<file path="src/rtl/uart_host_ctrl.sv">
`default_nettype none
// ============================================================================
// Module   : uart_host_ctrl
// Purpose  : Host-side sequencer for a CPU-style UART core. Shares the UART
//            transmit path between two byte requesters using round-robin
//            arbitration. Generates the active-low CSN/WEN/OEN strobes, polls
//            RXRDY, and moves received bytes plus their error flags into a
//            single-entry valid/ready output buffer.
//
// Parameters
//   TXRDY_WAIT  cycles spent in TXHOLD after a write strobe (1..15)
//   RD_WAIT     cycles spent in RXHOLD after a read strobe  (1..15)
//
// Ports
//   clk, rst_n                system clock, asynchronous active-low reset
//   req{0,1}_valid_i/data_i   requester byte offer (data stable while valid)
//   req{0,1}_ready_o          one-cycle accept pulse, coincident with WRITE
//   rx_valid_o/data_o/err_o   received byte buffer, err = {frm, par, ovf}
//   rx_ready_i                consumer accepts the buffered byte
//   uart_csn_o/wen_o/oen_o    active-low UART register strobes
//   uart_data_in_o            write data to the UART
//   uart_data_out_i           read data from the UART
//   uart_txrdy_i, uart_rxrdy_i, uart_parity_err_i, uart_framing_err_i,
//   uart_overflow_i           UART status inputs
//
// Revision : 1.0  initial release
// ============================================================================
module uart_host_ctrl #(
    parameter int TXRDY_WAIT = 2,
    parameter int RD_WAIT    = 2
) (
    input  logic       clk,
    input  logic       rst_n,

    input  logic       req0_valid_i,
    input  logic [7:0] req0_data_i,
    output logic       req0_ready_o,
    input  logic       req1_valid_i,
    input  logic [7:0] req1_data_i,
    output logic       req1_ready_o,

    output logic       rx_valid_o,
    output logic [7:0] rx_data_o,
    output logic [2:0] rx_err_o,
    input  logic       rx_ready_i,

    output logic       uart_csn_o,
    output logic       uart_wen_o,
    output logic       uart_oen_o,
    output logic [7:0] uart_data_in_o,
    input  logic [7:0] uart_data_out_i,
    input  logic       uart_txrdy_i,
    input  logic       uart_rxrdy_i,
    input  logic       uart_parity_err_i,
    input  logic       uart_framing_err_i,
    input  logic       uart_overflow_i
);

    // Hold lengths are clamped into the 4-bit counter's usable range so an
    // out-of-range parameter can neither wrap the counter nor give a zero
    // length hold.
    function automatic logic [3:0] clamp_wait(input int value);
        if (value < 1) begin
            return 4'd1;
        end else if (value > 15) begin
            return 4'd15;
        end else begin
            return 4'(value);
        end
    endfunction

    localparam logic [3:0] c_tx_wait = clamp_wait(TXRDY_WAIT);
    localparam logic [3:0] c_rd_wait = clamp_wait(RD_WAIT);

    typedef enum logic [2:0] {
        S_IDLE   = 3'd0,
        S_WRITE  = 3'd1,
        S_TXHOLD = 3'd2,
        S_READ   = 3'd3,
        S_RXHOLD = 3'd4
    } state_t;

    state_t     state_q,     state_d;
    logic [3:0] cnt_q,       cnt_d;
    logic       last_q,      last_d;      // 1: requester 1 was granted last
    logic       csn_q,       csn_d;
    logic       wen_q,       wen_d;
    logic       oen_q,       oen_d;
    logic [7:0] data_in_q,   data_in_d;
    logic       rdy0_q,      rdy0_d;
    logic       rdy1_q,      rdy1_d;
    logic       rx_valid_q,  rx_valid_d;
    logic [7:0] rx_data_q,   rx_data_d;
    logic [2:0] rx_err_q,    rx_err_d;

    logic       w_any_req;
    logic       w_grant1;

    assign w_any_req = req0_valid_i | req1_valid_i;
    // A lone requester always wins; on a tie the one not served last wins.
    assign w_grant1  = req1_valid_i & (~req0_valid_i | ~last_q);

    // ------------------------------------------------------------------
    // State and output registers
    // ------------------------------------------------------------------
    always_ff @(posedge clk or negedge rst_n) begin
        if (!rst_n) begin
            state_q    <= S_IDLE;
            cnt_q      <= 4'd0;
            last_q     <= 1'b1;
            csn_q      <= 1'b1;
            wen_q      <= 1'b1;
            oen_q      <= 1'b1;
            data_in_q  <= 8'h00;
            rdy0_q     <= 1'b0;
            rdy1_q     <= 1'b0;
            rx_valid_q <= 1'b0;
            rx_data_q  <= 8'h00;
            rx_err_q   <= 3'b000;
        end else begin
            state_q    <= state_d;
            cnt_q      <= cnt_d;
            last_q     <= last_d;
            csn_q      <= csn_d;
            wen_q      <= wen_d;
            oen_q      <= oen_d;
            data_in_q  <= data_in_d;
            rdy0_q     <= rdy0_d;
            rdy1_q     <= rdy1_d;
            rx_valid_q <= rx_valid_d;
            rx_data_q  <= rx_data_d;
            rx_err_q   <= rx_err_d;
        end
    end

    // ------------------------------------------------------------------
    // Next-state and next-output logic. Every output is registered, so the
    // strobes and READY pulses for a state are computed on entry to it.
    // ------------------------------------------------------------------
    always_comb begin
        state_d    = state_q;
        cnt_d      = cnt_q;
        last_d     = last_q;
        csn_d      = 1'b1;
        wen_d      = 1'b1;
        oen_d      = 1'b1;
        data_in_d  = data_in_q;
        rdy0_d     = 1'b0;
        rdy1_d     = 1'b0;
        rx_valid_d = rx_valid_q;
        rx_data_d  = rx_data_q;
        rx_err_d   = rx_err_q;

        // Consumer handshake on the receive buffer.
        if (rx_valid_q && rx_ready_i) begin
            rx_valid_d = 1'b0;
        end

        case (state_q)
            S_IDLE: begin
                // Reads win over writes; the buffer must be empty so that a
                // byte is never overwritten before it is consumed.
                if (uart_rxrdy_i && !rx_valid_q) begin
                    state_d = S_READ;
                    csn_d   = 1'b0;
                    oen_d   = 1'b0;
                end else if (uart_txrdy_i && w_any_req) begin
                    state_d   = S_WRITE;
                    csn_d     = 1'b0;
                    wen_d     = 1'b0;
                    data_in_d = w_grant1 ? req1_data_i : req0_data_i;
                    rdy0_d    = ~w_grant1;
                    rdy1_d    = w_grant1;
                    last_d    = w_grant1;
                end
            end

            S_WRITE: begin
                state_d = S_TXHOLD;
                cnt_d   = c_tx_wait;
            end

            S_TXHOLD: begin
                // TXRDY is deliberately ignored here: the UART needs a few
                // cycles before its status reflects the byte just written.
                if (cnt_q <= 4'd1) begin
                    state_d = S_IDLE;
                    cnt_d   = 4'd0;
                end else begin
                    cnt_d = cnt_q - 4'd1;
                end
            end

            S_READ: begin
                // Data and error flags are captured on the edge that closes
                // the OEN strobe.
                state_d    = S_RXHOLD;
                cnt_d      = c_rd_wait;
                rx_valid_d = 1'b1;
                rx_data_d  = uart_data_out_i;
                rx_err_d   = {uart_framing_err_i, uart_parity_err_i, uart_overflow_i};
            end

            S_RXHOLD: begin
                if (cnt_q <= 4'd1) begin
                    state_d = S_IDLE;
                    cnt_d   = 4'd0;
                end else begin
                    cnt_d = cnt_q - 4'd1;
                end
            end

            default: begin
                state_d = S_IDLE;
                cnt_d   = 4'd0;
            end
        endcase
    end

    assign req0_ready_o   = rdy0_q;
    assign req1_ready_o   = rdy1_q;
    assign rx_valid_o     = rx_valid_q;
    assign rx_data_o      = rx_data_q;
    assign rx_err_o       = rx_err_q;
    assign uart_csn_o     = csn_q;
    assign uart_wen_o     = wen_q;
    assign uart_oen_o     = oen_q;
    assign uart_data_in_o = data_in_q;

endmodule
`default_nettype wire

</file>
<file path="config.mk">
export PLATFORM = sky130hd
export DESIGN_NAME = uart_host_ctrl
export DESIGN_NICKNAME = d
export VERILOG_FILES = /design/src/rtl/uart_host_ctrl.sv
export SDC_FILE = /design/constraint.sdc
export NUM_CORES = 1
export LEC_CHECK = 0
export BUFFER_PORTS_ARGS = -buffer_cell sky130_fd_sc_hd__buf_4
export CAP_MARGIN = 30
export CORE_MARGIN = 10
export CORE_UTILIZATION = 30
export CTS_BUF_LIST = sky130_fd_sc_hd__clkbuf_4
export DETAILED_ROUTE_END_ITERATION = 8
export HOLD_SLACK_MARGIN = 0.03
export SKIP_LAST_GASP = 1
export SYNTH_ARGS = -nofsm -noshare
export SYNTH_HDL_FRONTEND = slang
export SYNTH_SLANG_ARGS = --single-unit
</file>
<file path="constraint.sdc">
create_clock -name clk -period 2.05 [get_ports clk]
set_input_delay 0.41 -clock clk [delete_from_list [all_inputs] [get_ports clk]]
set_output_delay 0.41 -clock clk [all_outputs]
set_load 0.03 [all_outputs]
</file>
---- After elaboration in Yosys (flattened, before gate mapping) ----
Cells that the tools add are included.
cells by class
  multipliers ............................. 0
  bitwise logic cells ..................... 7
  shifts and indexed selects .............. 0
  equality and inequality tests ........... 6
  div/mod/pow operators ................... 0
  reduce and logical (&&, ||, !) cells .... 10
  order comparisons ....................... 1
  add/subtract/negate cells ............... 1
  muxes and demuxes ....................... 22
operators by type and width
  kind                                                  number
  2-to-1 mux 1 bit                                      15
  one-hot mux 3 bit (4 select lines)                    1
  one-hot mux 4 bit (3 select lines)                    1
  2-to-1 mux 3 bit                                      3
  2-to-1 mux 8 bit                                      1
  == test 3 x 2 -> 1 bit (second input constant)        2
  <= comparator 4 x 1 -> 1 bit (second input constant)  1
  2-to-1 mux 4 bit                                      1
  NOT 1 bit                                             4
  OR reduction 2 bit                                    2
  subtractor 4 x 1 -> 4 bit (second input constant)     1
  == test 3 x 1 -> 1 bit (second input constant)        1
  == test 3 bit (second input constant)                 1
  logical AND 1 bit                                     3
  zero test 3 bit                                       1
  != test 3 bit (second input constant)                 1
  AND reduction 3 bit                                   1
  != test 2 x 1 -> 1 bit (second input constant)        1
  bitwise OR 1 bit                                      2
  AND reduction 2 bit                                   1
  nonzero test 2 bit                                    1
  bitwise AND 1 bit                                     1
  zero test 1 bit                                       1
storage, ports and cells
  latch bits .............................. 0
  memory bits (writable) .................. 0
  output and inout bits ................... 25
  bits in registers ....................... 33
  memories ................................ 0
  memory bits (read-only) ................. 0
  word-level logic and storage cells ...... 59

---- Depth between registers and ports, before layout ----
Gate-level depths: netlist (run 1).
  word-level depth ........................ 7
  depth in mapped cells ................... 6

---- Worst setup path after synthesis (run 1) ----
OpenSTA, ideal clock, no wires.
  path kind ............................... register -> register
  start ................................... register state_q[0]
  end ..................................... register data_in_q[5] (netlist: uart_data_in_o[5])
  arrival ................................. 1.486 ns
  setup slack ............................. 0.491 ns
  stages on the path, launching flop included .. 7
  path buffers ............................ 2
  period minus slack after synthesis ...... 1.559 ns
  path through ............................ dfrtp_1 buf_6 or3_4 nor3b_4 buf_6 nor2_1 a21oi_2
between the ends
  longest elaborated chain between the ends .. 2
RTL lines
  item                                  RTL line  text
  start, declared                       83        state_t state_q, state_d;
  start signal, assigned                121       state_q <= state_d;
  zero test 3 bit                       159       case (state_q)
  AND reduction 3 bit (no source line)  -
  end signal, assigned                  127       data_in_q <= data_in_d;
  end, declared                         89        logic [7:0] data_in_q, data_in_d;
No other way between the ends.
A chain may end at the register's enable or synchronous reset.

---- Worst setup path after layout (run 1) ----
  start ................................... register state_q[1]
  end ..................................... register last_q
between the ends
  longest elaborated chain between the ends .. 2
RTL lines
  item                                  RTL line  text
  zero test 3 bit                       159
  AND reduction 3 bit (no source line)  -
  end signal, assigned                  123       last_q <= last_d;
  end, declared                         85        logic last_q, last_d;
No other way between the ends.

==> results.md, run 1 <==
* CP peak stage delay at approximately 500 ps
* Non-filler cells, final at about 240
* Crit Path Category: flip-flop to flip-flop
* Final Cell Area at approximately 2000 um^2
* CTS buffer count at 5
* Drc violations at 0
* First-pass GRT wire length at slightly below 6000 um
* Post-cts resize count at 0
* Initial antenna violation count at 0
* Worst setup margin at 357.0 ps
* Hold Vio Cnt, Final at 0
* Worst EP required at approximately 2300 ps
* Syn_area_per_cell at between 10 and 15 um^2
* Critical Path Source Type: flip-flop
* Antenna viol nets, final at 0
* TNS Setup at 0 ps
* Final setup fails at 0
* Buf/Inv on CP at 1
* Post-synthesis sequential area ratio at 0.5754
* Die Width at a little under 90 um
* Crit. End Element: flip-flop
* Dpl cells at between 200 and 250
* RSZ-0062 raised after global routing: false
* Routed len/inst at 15.08 um
* Syn nets at between 150 and 200
* Final Cycle Share at 0.8259
* Distinct cells, synth at 32
* Worst-margin pin slew at between 400 and 500 ps
* Clock Latency Late Sink at around 330 ps
* Worst-path fanout max at 18
* Worst min path class: input port to flip-flop
* Family with the most delay on the worst path: simple AND/OR/NAND/NOR gates
* Clock Skews at 7.056 ps
* Clk sinks at 33
* H-tree levels at 2
* CTS tree: yes
* Final Net Count at approximately 220
* Root Driver: clkbuf_4
* P per Cell Area at roughly 1600 nW/um^2
* Total vias in the final route at ~1100
* Final min period at approximately 1700 ps
* GR Overflow Total at 0
* Share of layout cells above drive strength 1 at 0.4706
* Vias in the first global route at 1237
* # port buffers at between 50 and 60
* Postcts setup bufs at 0
* Die area at 7988 um^2
* Yosys warnings at 0
* Drt first-iter violations at 55
* CP max stage cell: dfrtp_1
* Status: completed
* Fmax at between 0.5 and 0.6 GHz
* Row count at 25
* Longest Clk Path Bufs at 2
* Core area at 4692 um^2
* Total of max-cap violations at 0
* Routed WL at between 3000 and 4000 um
* Worst IR drop on VDD at 0.5639 mV
* Hold_buf cts at 1
* Critical path arrival at 1980 ps
* I/O pin total at between 50 and 60
* Final slew viol count at 0
* Worst-path clk slew at approximately 100 ps
* Cells after Synth at between 100 and 150
* Gpl congestion at approximately 0.72
* ANT cells at 0
* Die Height at ~89 um
* Cell Chain, Critical Path: or3_4 -> nor3b_4 -> buf_4 -> and2_1 -> a21o_1
* Leakage at roughly 0.00095 uW
* Slew HR at 0.6766
* Fillcell total at between 400 and 500
* Placed cell area at about 1900 um^2
* Yosys reg bits at 33
* Dpl ws at between 300 and 400 ps
* Vias per cell at ~4.6
* Pin count of the biggest net entering global routing at 34
* Area growth syn-to-layout at 38.30%
* First-pass iteration count of the detailed router at 3
* Cell Area, Synth at 1444 um^2
* Initial core utilization at 0.3077
* Hpwl dp at 2852 um
* Total global-route track usage at 0.09521
stage by stage:
step / hold slack [ps] / power [uW] / util
after floorplan: 114.4 / 2354 / -
after global placement: 369.7 / 2902 / 0.4128
after detailed placement: 380.8 / 2958 / 0.4128
after CTS: 231.6 / 3310 / 0.4256
after global routing: 239.4 / 3505 / 0.4256
final: 247.8 / 3266 / 0.4256
power by group:
part	total (uW)	internal (uW)	switching, uW
clock network	340	124	216
registers	1180	975	208
logic	1740	740	1000
cell usage after synthesis:
cell      count  area [um^2]
mux2_2       11        123.9
dfstp_2       4        105.1
inv_2         1        3.750
a21oi_2       2        17.52
nand2_1       5        18.77
nor3b_4       1        18.77
and2_1        1        6.260
buf_2         2        10.01
o22a_1        1        8.760
o22ai_1       1        6.260
buf_6         2        22.52
o21ai_0       4        20.02
or3_4         1        11.26
dfrtp_1      29        725.7
clkbuf_1      1        3.750
o21a_1        1        7.510
nand2b_1      2        12.51
nor2b_1       1        6.260
nor2_1       15        56.30
a21boi_0      1        7.510
buf_1         1        3.750
a21o_1        1        7.510
a211oi_1      2        15.01
nand3b_1      1        7.510
ha_1          2        25.02
xor2_1        1        8.760
a21oi_1       6        30.03
a31oi_1       4        25.02
inv_1         5        18.77
mux2i_1       8        80.08
maj3_1        1        10.01
nor3_1        4        20.02
cell usage in the layout (no fill, tap or decap):
master | synthesis | layout
inv_2 | 1 | 1
dfrtp_1 | 29 | 29
dlygate4sd3_1 | 0 | 1
nand2_1 | 5 | 5
and2_1 | 1 | 1
ha_1 | 2 | 2
a21oi_1 | 6 | 6
inv_1 | 5 | 5
nor3b_4 | 1 | 1
clkbuf_4 | 0 | 5
or3_4 | 1 | 1
nand3b_1 | 1 | 1
o21ai_0 | 4 | 4
nand2b_1 | 2 | 2
a21boi_1 | 0 | 1
a21o_1 | 1 | 1
mux2_2 | 11 | 11
a211oi_1 | 2 | 2
mux2i_1 | 8 | 8
o21a_1 | 1 | 1
a21oi_2 | 2 | 2
o22ai_1 | 1 | 1
nor3_1 | 4 | 4
clkinv_1 | 0 | 2
buf_4 | 0 | 62
maj3_1 | 1 | 1
xor2_1 | 1 | 1
nor2b_1 | 1 | 1
a31oi_1 | 4 | 4
clkinv_2 | 0 | 1
nor2_1 | 15 | 15
o22a_1 | 1 | 1
dfstp_2 | 4 | 4
flip-flops by register name, indices dropped and copies added, names as in the netlist:
name and cells:
rx_data_o 8, rx_valid_o 1, state_q 3, req0_ready_o 1, uart_csn_o 1, cnt_q 4
req1_ready_o 1, rx_err_o 3, uart_wen_o 1, uart_data_in_o 8, last_q 1, uart_oen_o 1
cell families (layout without fill, tap and decap cells):
group / Yosys count / in the layout / share of synthesized area
fa+ha+maj: 3 / 3 / 0.02426
flops: 33 / 33 / 0.5754
simple gates: 31 / 31 / 0.1092
xor+xnor: 1 / 1 / 0.006067
mux: 19 / 19 / 0.1413
compound gates: 23 / 23 / 0.1005
buf+inv: 12 / 77 / 0.04332
worst paths after layout:
path	endpoint	slack [ps]	from	cells after the start
setup reg to reg	last_q	360	state_q[1]	5
setup / recovery	last_q	360	state_q[1]	5
min in group asynchronous	cnt_q[0]	550	rst_n	2
hold reg to reg	cnt_q[2]	520	cnt_q[2]	1
hold / removal	rx_valid_o	250	rx_ready_i	2
max in group asynchronous	uart_wen_o	1170	rst_n	2
final cells by class:
class,instances,area (um^2),area share
Clock inverter,3,12.51,0.006266
Clock buffer,5,37.54,0.01880
Inverter,6,22.52,0.01128
Timing Repair Buffer,63,475.5,0.2381
Sequential cell,33,830.8,0.4160
Tap cell,54,67.56,0.03383
Multi-Input combinational cell,77,550.5,0.2757
routing by layer:
layer	wire [um]	GRT usage	vias to the layer above
li1	-	-	550
met1	1334	0.09968	525
met2	2042	0.1650	25
met3	184	0.03373	7
met4	73	0.04769	0
met5	0	0	-
Note: power is estimated with default switching activity, not from simulation.
==> run 2: changes to the inputs <==
clock period = 1.44 ns   (was 2.05 ns; I/O delays follow)
==> run 2 against run 1 <==
  * The run now ends with negative setup slack left
  * Sequential share of layout area decreased by 1.6 points
  * Cell count is 2.9% higher
  * Non-clock buffer count up 7
  * Core utilization grew 1.7 points
  * Critical path type unchanged
  * Critical endpoint unchanged
  * Largest power group unchanged
==> results.md, run 2 (synthesis gave the netlist of run 1 again) <==
* Drc violations at 0 (unchanged)
* First-pass GRT wire length at 5830 um (was 5816 um)
* Internal power at 2783 uW (was 1839 uW)
* Leakage at 0.0009970 uW (was 0.0009544 uW)
* Vias per cell at 4.597 (was 4.593)
* Worst-path fanout max at 3 (was 18)
* Dpl cells at 237 (was 232)
* Gpl congestion at 0.7106 (was 0.7150)
* Worst hold slack at 105.8 ps (was 247.8 ps)
* Hold Vio Cnt, Final at 0 (unchanged)
* Initial antenna violation count at 0 (unchanged)
* Clk sinks at 33 (unchanged)
* Root Driver: clkbuf_4 (unchanged)
* Cell Chain, Critical Path: or3_4 -> nor3b_4 -> buf_4 -> inv_2 -> a21o_1 (was or3_4 -> nor3b_4 -> buf_4 -> and2_1 -> a21o_1)
* Drt first-iter violations at 52 (was 55)
* I/O pin total at 59 (unchanged)
* Non-filler cells, final at 248 (was 241)
* Dpl ws at -16.37 ps (was 388.5 ps)
* Total vias in the final route at 1140 (was 1107)
* Worst reg2reg setup slack at -30 ps (was 360 ps)
* Clock power frac at 0.099 (was 0.104)
* Flop pwr share at 0.333 (was 0.362)
* Routed WL at 3660 um (was 3634 um)
* Final Net Count at 229 (was 222)
* Worst-path clk slew at 100 ps (about the same)
* Hpwl dp at 2870 um (was 2852 um)
* Worst min path class: input port to flip-flop (unchanged)
* P per Cell Area at 2351 nW/um^2 (was 1636 nW/um^2)
* Row count at 25 (unchanged)
* Die Width at 89.38 um (unchanged)
* Die area at 7988 um^2 (unchanged)
* Post-layout util at 0.4427 (was 0.4256)
* Final setup fails at 4 (was 0)
* Worst setup margin at -31.98 ps (was 357.0 ps)
* Net Sw Frac at 0.4300 (was 0.4371)
* Fmax at 0.6794 GHz (was 0.5907 GHz)
* TNS Setup at -42.53 ps (was 0 ps)
* Area growth syn-to-layout at 43.85% (was 38.30%)
* Share of layout cells above drive strength 1 at 0.5052 (was 0.4706)
* Slew HR at 0.7275 (was 0.6766)
* Seq. cell area at 830.8 um^2 (unchanged)
* Buf/Inv on CP at 2 (was 1)
* Final slew viol count at 0 (unchanged)
* Critical path arrival at 1750 ps (was 1980 ps)
* Cell depth of the worst flop-to-flop path at 5 (unchanged)
* Clock Latency Late Sink at 340 ps (was 330 ps)
* Family with the most delay on the worst path: simple AND/OR/NAND/NOR gates (unchanged)
* CTS tree: yes (unchanged)
* Clock Skews at 3.903 ps (was 7.056 ps)
* Hold path start: rx_ready_i (unchanged)
* First-pass iteration count of the detailed router at 4 (was 3)
* Critical Path Source Type: flip-flop (unchanged)
* CP peak stage delay at 410 ps (was 510 ps)
* Failing checks: negative setup slack
* RSZ-0062 raised after global routing: true (was false)
* Most frequent cells in the layout: buf_4, dfrtp_1, nor2_1 (unchanged)
* Final Cycle Share at 1.022 (was 0.8259)
* Status: finished with violations (was completed)
* CP max stage cell: or3_4 (was dfrtp_1)
* Antenna viol nets, final at 0 (unchanged)
* Routed len/inst at 14.76 um (was 15.08 um)
* Total global-route track usage at 0.09483 (was 0.09521)
* H-tree levels at 2 (unchanged)
* CTS buffer count at 5 (unchanged)
* GR Overflow Total at 0 (unchanged)
* Commonest non-fill, non-tap cell in the layout: buf_4 (unchanged)
* Fillcell total at 455 (unchanged)
* Logic pwr share at 0.569 (was 0.534)
* Longest Clk Path Bufs at 2 (unchanged)
* Worst EP required at 1720 ps (was 2330 ps)
* Vias in the first global route at 1219 (was 1237)
* Multi-input logic area at 565.5 um^2 (was 550.5 um^2)
* Worst IR drop on VDD at 0.8594 mV (was 0.5639 mV)
* ANT cells at 0 (unchanged)
* Worst-margin pin slew at 408.7 ps (was 480.1 ps)
* Worst r2r dst: last_q (unchanged)
* Hold endpoint: rx_valid_o (unchanged)
* Die Height at 89.38 um (unchanged)
* Reg-to-Reg Start: state_q[2] (was state_q[1])
* Crit. End Element: flip-flop (unchanged)
* Core area at 4692 um^2 (unchanged)
* Crit Path Category: flip-flop to flip-flop (unchanged)
* Initial core utilization at 0.3077 (unchanged)
* Final min period at 1472 ps (was 1693 ps)
* Hold path cells at 2 (unchanged)
* Total of max-cap violations at 0 (unchanged)
* P_sw at 2100 uW (was 1427 uW)
* # port buffers at 58 (unchanged)
* Pin count of the biggest net entering global routing at 34 (unchanged)
[run 2: worst reg2reg max path: stages (launching register included)]
cell     delay (ps)
dfrtp_1         390
or3_4           410
nor3b_4         260
buf_4           160
inv_2            40
a21o_1          170
[run 2: area by class of cell]
type                            instances  area share
Clock inverter                          3    0.006024
Sequential cell                        33      0.4000
Clock buffer                            5     0.01807
Timing Repair Buffer                   70      0.2602
Multi-Input combinational cell         77      0.2723
Tap cell                               54     0.03253
Inverter                                6     0.01084
[run 2: per-stage QoR]
stage | total power [uW] | area [um^2]
after floorplan | 3350 | 1444
after global placement | 4245 | 1987
after detailed placement | 4356 | 1987
after CTS | 4859 | 2047
after global routing | 5236 | 2077
final | 4883 | 2077
[run 2: how the worst max path moves through the flow]
stage,start,to,slack (ps),depth (start not counted)
after floorplan,state_q[0],uart_data_in_o[5],-100,6
after global placement,state_q[2],uart_data_in_o[0],30,5
after detailed placement,cnt_q[0],state_q[1],-20,6
after CTS,state_q[2],uart_data_in_o[1],-40,5
after global routing,state_q[2],uart_data_in_o[0],-120,5
final,state_q[2],last_q,-30,5
[run 2: routing by layer]
metal / track usage / vias to the layer above / part of all wire
met5: 0 / - / 0
met4: 0.06503 / 0 / 0.030
met3: 0.03191 / 8 / 0.043
met2: 0.1657 / 23 / 0.57
met1: 0.09267 / 545 / 0.36
li1: - / 564 / -
[run 2: power groups by stage]
stage	combinational, uW	clock, uW	sequential, uW
after floorplan	1090	0	2260
after global placement	2620	0	1620
after detailed placement	2710	0	1650
after CTS	2720	504	1630
after global routing	3000	548	1690
final	2780	481	1620
[run 2: timing repair]
action,4_1_cts,5_1_grt
pin swaps,0,1
setup endpoints to repair,9,12
gates cloned,0,0
resized for setup,1,3
hold endpoints to repair,29,0
hold buffers,1,0
setup buffers,0,2
